<file path="config.mk">
export PLATFORM = sky130hd
export DESIGN_NAME = cv32e40p_irq_source_unit
export DESIGN_NICKNAME = d
export VERILOG_FILES = /design/src/rtl/cv32e40p_irq_source_unit.sv
export SDC_FILE = /design/constraint.sdc
export NUM_CORES = 1
export LEC_CHECK = 0
export BUFFER_PORTS_ARGS = -buffer_cell sky130_fd_sc_hd__buf_2
export CAP_MARGIN = 20
export CORE_ASPECT_RATIO = 1.25
export CORE_MARGIN = 2
export CORE_UTILIZATION = 50
export DETAILED_ROUTE_END_ITERATION = 8
export GPL_TIMING_DRIVEN = 0
export PLACE_DENSITY = 0.74
export SYNTH_ARGS = -nofsm -noshare
export SYNTH_HDL_FRONTEND = slang
export SYNTH_SLANG_ARGS = --single-unit
export TNS_END_PERCENT = 100
</file>
<file path="constraint.sdc">
create_clock -name clk -period 6.9 [get_ports clk]
set_clock_uncertainty 0.1 [all_clocks]
set_input_delay 1.035 -clock clk [delete_from_list [all_inputs] [get_ports clk]]
set_output_delay 1.035 -clock clk [all_outputs]
set_load 0.05 [all_outputs]
</file>
<file path="src/rtl/cv32e40p_irq_source_unit.sv">
// SoC-side interrupt source unit driving the core's irq_i[31:0] lines.
// Synchronizes raw peripheral lines, latches edge-type events as pending, passes level-type
// lines straight through, and retires edge pendings on the core's acknowledge.
//
// Ports:
//   clk, rst         clock, asynchronous active-high reset
//   src_i            raw asynchronous peripheral event/level lines
//   irq_o            registered interrupt lines to the core
//   irq_ack_i/id_i   core acknowledge pulse and the acknowledged id
//   reg_*            single-cycle register port (0 PENDING, 1 SET, 2 CLR, 3 ENABLE,
//                    4 OVERFLOW, 5 ACKERR); read data returns one cycle after the request
//   ack_err_o        sticky flag: ack seen for an id whose pending bit was 0
module cv32e40p_irq_source_unit #(
  parameter logic [31:0] IRQ_MASK    = 32'hFFFF_0888,
  parameter logic [31:0] EDGE_MASK   = 32'hFFFF_0000,
  parameter int unsigned SYNC_STAGES = 2
) (
  input  logic        clk,
  input  logic        rst,
  input  logic [31:0] src_i,
  output logic [31:0] irq_o,
  input  logic        irq_ack_i,
  input  logic [4:0]  irq_id_i,
  input  logic        reg_req_i,
  input  logic        reg_we_i,
  input  logic [2:0]  reg_addr_i,
  input  logic [31:0] reg_wdata_i,
  output logic        reg_rvalid_o,
  output logic [31:0] reg_rdata_o,
  output logic        ack_err_o
);

  localparam logic [31:0] EdgeBits  = EDGE_MASK & IRQ_MASK;
  localparam logic [31:0] LevelBits = ~EDGE_MASK & IRQ_MASK;

  logic [31:0] sync_s;
  logic [31:0] prev_q;
  logic [31:0] pend_q, pend_d;
  logic [31:0] en_q, en_d;
  logic [31:0] ovf_q, ovf_d;
  logic        ack_err_q, ack_err_d;
  logic [31:0] irq_q;
  logic        rvalid_q;
  logic [31:0] rdata_q, rdata_d;

  // Synchronizer: sync_s is src_i delayed SYNC_STAGES cycles
  if (SYNC_STAGES == 0) begin : g_nosync
    assign sync_s = src_i & IRQ_MASK;
  end else begin : g_sync
    logic [31:0] stage_q [SYNC_STAGES];
    always_ff @(posedge clk or posedge rst) begin
      if (rst) begin
        for (int i = 0; i < SYNC_STAGES; i++) stage_q[i] <= '0;
      end else begin
        stage_q[0] <= src_i & IRQ_MASK;
        for (int i = 1; i < SYNC_STAGES; i++) stage_q[i] <= stage_q[i-1];
      end
    end
    assign sync_s = stage_q[SYNC_STAGES-1];
  end

  logic        wr, rd;
  logic [31:0] rise, ack_vec, set_vec, clr_vec, pend_clr, ovf_clr;
  logic        ack_miss;

  always_comb begin
    wr       = reg_req_i & reg_we_i;
    rd       = reg_req_i & ~reg_we_i;
    rise     = sync_s & ~prev_q & EdgeBits;
    ack_vec  = irq_ack_i ? (32'd1 << irq_id_i) : '0;
    set_vec  = (wr && reg_addr_i == 3'd1) ? reg_wdata_i : '0;
    clr_vec  = (wr && reg_addr_i == 3'd2) ? reg_wdata_i : '0;
    ovf_clr  = (wr && reg_addr_i == 3'd4) ? reg_wdata_i : '0;
    pend_clr = ack_vec | clr_vec;
    ack_miss = irq_ack_i & ~pend_q[irq_id_i];

    // Edge lines: set beats clear so a new event is never lost; level lines follow sync_s
    pend_d = ((((pend_q & ~pend_clr) | rise | set_vec) & EdgeBits) | (sync_s & LevelBits));

    // A rise on an already-pending line that is not being retired this cycle is lost
    ovf_d = ((ovf_q & ~ovf_clr) | (rise & pend_q & ~pend_clr)) & EdgeBits;

    en_d = en_q;
    if (wr && reg_addr_i == 3'd3) en_d = reg_wdata_i & IRQ_MASK;

    ack_err_d = ack_err_q;
    if (wr && reg_addr_i == 3'd5 && reg_wdata_i[0]) ack_err_d = 1'b0;
    if (ack_miss) ack_err_d = 1'b1;

    // Read data reflects pre-write state; idle cycles return 0
    rdata_d = '0;
    if (rd) begin
      unique case (reg_addr_i)
        3'd0:    rdata_d = pend_q;
        3'd3:    rdata_d = en_q;
        3'd4:    rdata_d = ovf_q;
        3'd5:    rdata_d = {31'b0, ack_err_q};
        default: rdata_d = '0;
      endcase
    end
  end

  always_ff @(posedge clk or posedge rst) begin
    if (rst) begin
      prev_q    <= '0;
      pend_q    <= '0;
      en_q      <= IRQ_MASK;
      ovf_q     <= '0;
      ack_err_q <= 1'b0;
      irq_q     <= '0;
      rvalid_q  <= 1'b0;
      rdata_q   <= '0;
    end else begin
      prev_q    <= sync_s;
      pend_q    <= pend_d & IRQ_MASK;
      en_q      <= en_d & IRQ_MASK;
      ovf_q     <= ovf_d & IRQ_MASK;
      ack_err_q <= ack_err_d;
      irq_q     <= pend_q & en_q & IRQ_MASK;
      rvalid_q  <= rd;
      rdata_q   <= rdata_d;
    end
  end

  assign irq_o        = irq_q;
  assign reg_rvalid_o = rvalid_q;
  assign reg_rdata_o  = rdata_q;
  assign ack_err_o    = ack_err_q;

endmodule

</file>
==> results.cfg <==
[clocking]
cts_buffers = 17
cts.sinks = 149
cts_tree = built
hold_buffers = 0
cts_buffer_depth = 2
worst_setup_hold_path_clk_slew_ns = 0.06
cts_resized = 0
h-tree-depth = 4
clkLatencyLatePin_ns = 0.42
root_buffer = clkbuf_16
post_cts_buffers = 0

[setup_path]
start_kind = input pin
cp_common_cell = nor2_1
cp-end-kind = flip-flop
critical_path.max_stage_delay_ns = 0.71
crit_fanout = 10
r2r_slack_ns = 5.22
critPathSlowestCell = nor2_1
crit_family = simple AND/OR/NAND/NOR gates
cp.required_ns = 7.13
ff2ff_path_depth = 4
crit_chain = buf_4 -> nor2_1 -> clkbuf_1 -> a22oi_1 -> nor2_1
crit_buf_inv = 2
r2r_end = ack_err_o
crit_arrival_ns = 2.84
regToRegStartpoint = pend_q[24]
crit_type = input pin to flip-flop
path_depth = 5

[placed_design]
pre_cts_slack_ns = 3.93
place_congestion = 0.907
port_buffers = 88
place_area_mm2 = 0.00649
hpwl_um = 8460

[worst_hold_path]
min_path_type = flip-flop to flip-flop
hold_start = g_sync.stage_q[51]
hold_path_depth = 0
holdPathEnd = sync_s[19]

[floorplanning]
dieArea_mm2 = 0.0124
die_h_um = 124
io_pins = 143
core_mm2 = 0.0111
rows = 43
die_x_um = 100
start_util = 0.517

[global_routing]
antenna_found_initial = 0
grt_pass1_vias = 3831
overflow = 0
grt_max_degree = 84
track_usage = 0.216
grt_pass1_wl_um = 19900

[yosys]
seq_area_frac_synth = 0.652
syn_inst = 424
synth-warning-count = 0
ys_async_sr_fraction = 1.00
synthFlopType = dfrtp_1
syn_area_per_cell_um2 = 13.6
post-synth-top-area-cell = dfrtp_1
synth.distinct_cells = 39
synthTopCellsByArea = dfrtp_1, dfstp_2, mux2_2, buf_4, a211o_1
yosysTopAreaCellShare = 0.565
netlist_area_mm2 = 0.00576
synth_edf_count = 0
synth-seq-cells = 149

[cells_and_area]
fin_util = 0.638
fin_nets = 633
antenna_cells = 0
fin_area_mm2 = 0.00710
drive_gt1_frac = 0.399
synthToLayoutAreaGrowth_pct = 23.4

[drt]
drt_pre_antenna_iters = 5
wirelength_um = 12500
vias_per_cell = 5.39
ant_nets = 0
drt_first_iter_violations = 220
route.detailed.drc = 0
via_count = 3793
wl_per_cell_um = 17.8

[sta]
rsz0062_at_grt = no
tightest_slew_ns = 0.906
setup_viol_count_final = 0
layout_setup_ws_ns = 4.29
tns_ns = 0
slew_headroom = 0.394
period_share = 0.378
finalMaxSlewViolations = 0
hold_violations = 0
min_period_ns = 2.61
max_freq_mhz = 383

[power]
p_leak_uw = 0.00321
vdd_ir_drop_max_mv = 0.170
p_per_area_mw_per_mm2 = 323

[run_status]
outcome = finished clean

[flow_run]
maxCapViolCount = 0
## power breakdown
part | internal, uW | total [uW] | switching (uW)
clock | 581 | 943 | 362
sequential | 975 | 1020 | 41.4
combinational | 107 | 335 | 228
## stage by stage
stage	hold slack (ns)	total power (uW)	std cells
global route	0.247	2380	704
floorplan	0.231	1270	448
finish	0.245	2290	704
global placement	0.231	1350	671
detailed placement	0.235	1360	672
CTS	0.243	2310	704
## layer usage
layer | track usage | wire [um] | up-vias
met5 | 0 | 0 | -
met4 | 0.0865 | 324 | 0
met3 | 0.0645 | 767 | 24
met2 | 0.363 | 6450 | 154
met1 | 0.263 | 4990 | 1892
li1 | - | - | 1723
## how the worst max path moves through the flow
stage | end | from | slack [ns]
2_1_floorplan | ack_err_o | rst | 1.79
3_3_place_gp | prev_q[27] | rst | 0.49
3_5_place_dp | reg_rdata_o[20] | reg_addr_i[0] | 3.93
4_1_cts | reg_rdata_o[20] | reg_addr_i[0] | 4.34
5_1_grt | reg_rdata_o[20] | reg_addr_i[1] | 4.19
6_report | reg_rdata_o[20] | reg_addr_i[0] | 4.29
## Yosys cell counts, types with 2 or more instances
cell type  count
a211o_1       16
a211oi_1       2
a21oi_1       20
a22o_1        16
a22oi_1       16
and2_1        19
buf_2          6
buf_4         31
dfrtp_1      130
dfstp_2       19
mux2_2        35
mux4_2         4
nand2_1       23
nand2b_1       3
nand3_1        7
nand3b_1       2
nand4b_1       2
nor2_1        19
nor2b_1       19
o21ai_0       16
## cell families (layout without fill, tap and decap cells)
logic type	after synthesis	after routing	share of synthesized area
flops	149	149	0.652
simple gates	104	104	0.104
compound gates	89	89	0.108
buf+inv	41	162	0.0496
mux	40	40	0.0859
other cells	1	25	0.000651
## cell type report
class	instances	area [um2]
clock buffer	18	439
tap	135	169
clock inverter	14	176
sequential	149	3750
fill	872	4030
multi-input combinational	258	1810
inverter	2	12.5
buffer	39	278
timing repair buffer	89	468
## registers in the layout, indices dropped and copies added (netlist names), 16 cells and up
signal	flops
irq_o	19
reg_rdata_o	20
prev_q	16
g_sync.stage_q	19
pend_q	19
ovf_q	16
en_q	19
sync_s	19
## cells in the final DEF, fill, tap and decap left out, types with 3 or more instances in the layout
cell type,Yosys,final
dfrtp_1,130,130
buf_2,6,94
mux2_2,35,35
buf_4,31,31
conb_1,1,25
nand2_1,23,23
a21oi_1,20,20
nor2b_1,19,19
nor2_1,19,19
and2_1,19,19
dfstp_2,19,19
clkbuf_16,0,17
a22oi_1,16,16
o21ai_0,16,16
a211o_1,16,16
a22o_1,16,16
nand3_1,7,7
clkinv_4,0,5
mux4_2,4,4
nand2b_1,3,3
inv_6,0,3
bufinv_16,0,3
## worst register-to-register path: stages, from the launching register on
cell and delay, ns:
dfrtp_1 0.43, mux4_2 0.47, nor2b_1 0.14, a211oi_1 0.31
a2111o_1 0.16
(Power assumes the default switching activity.)
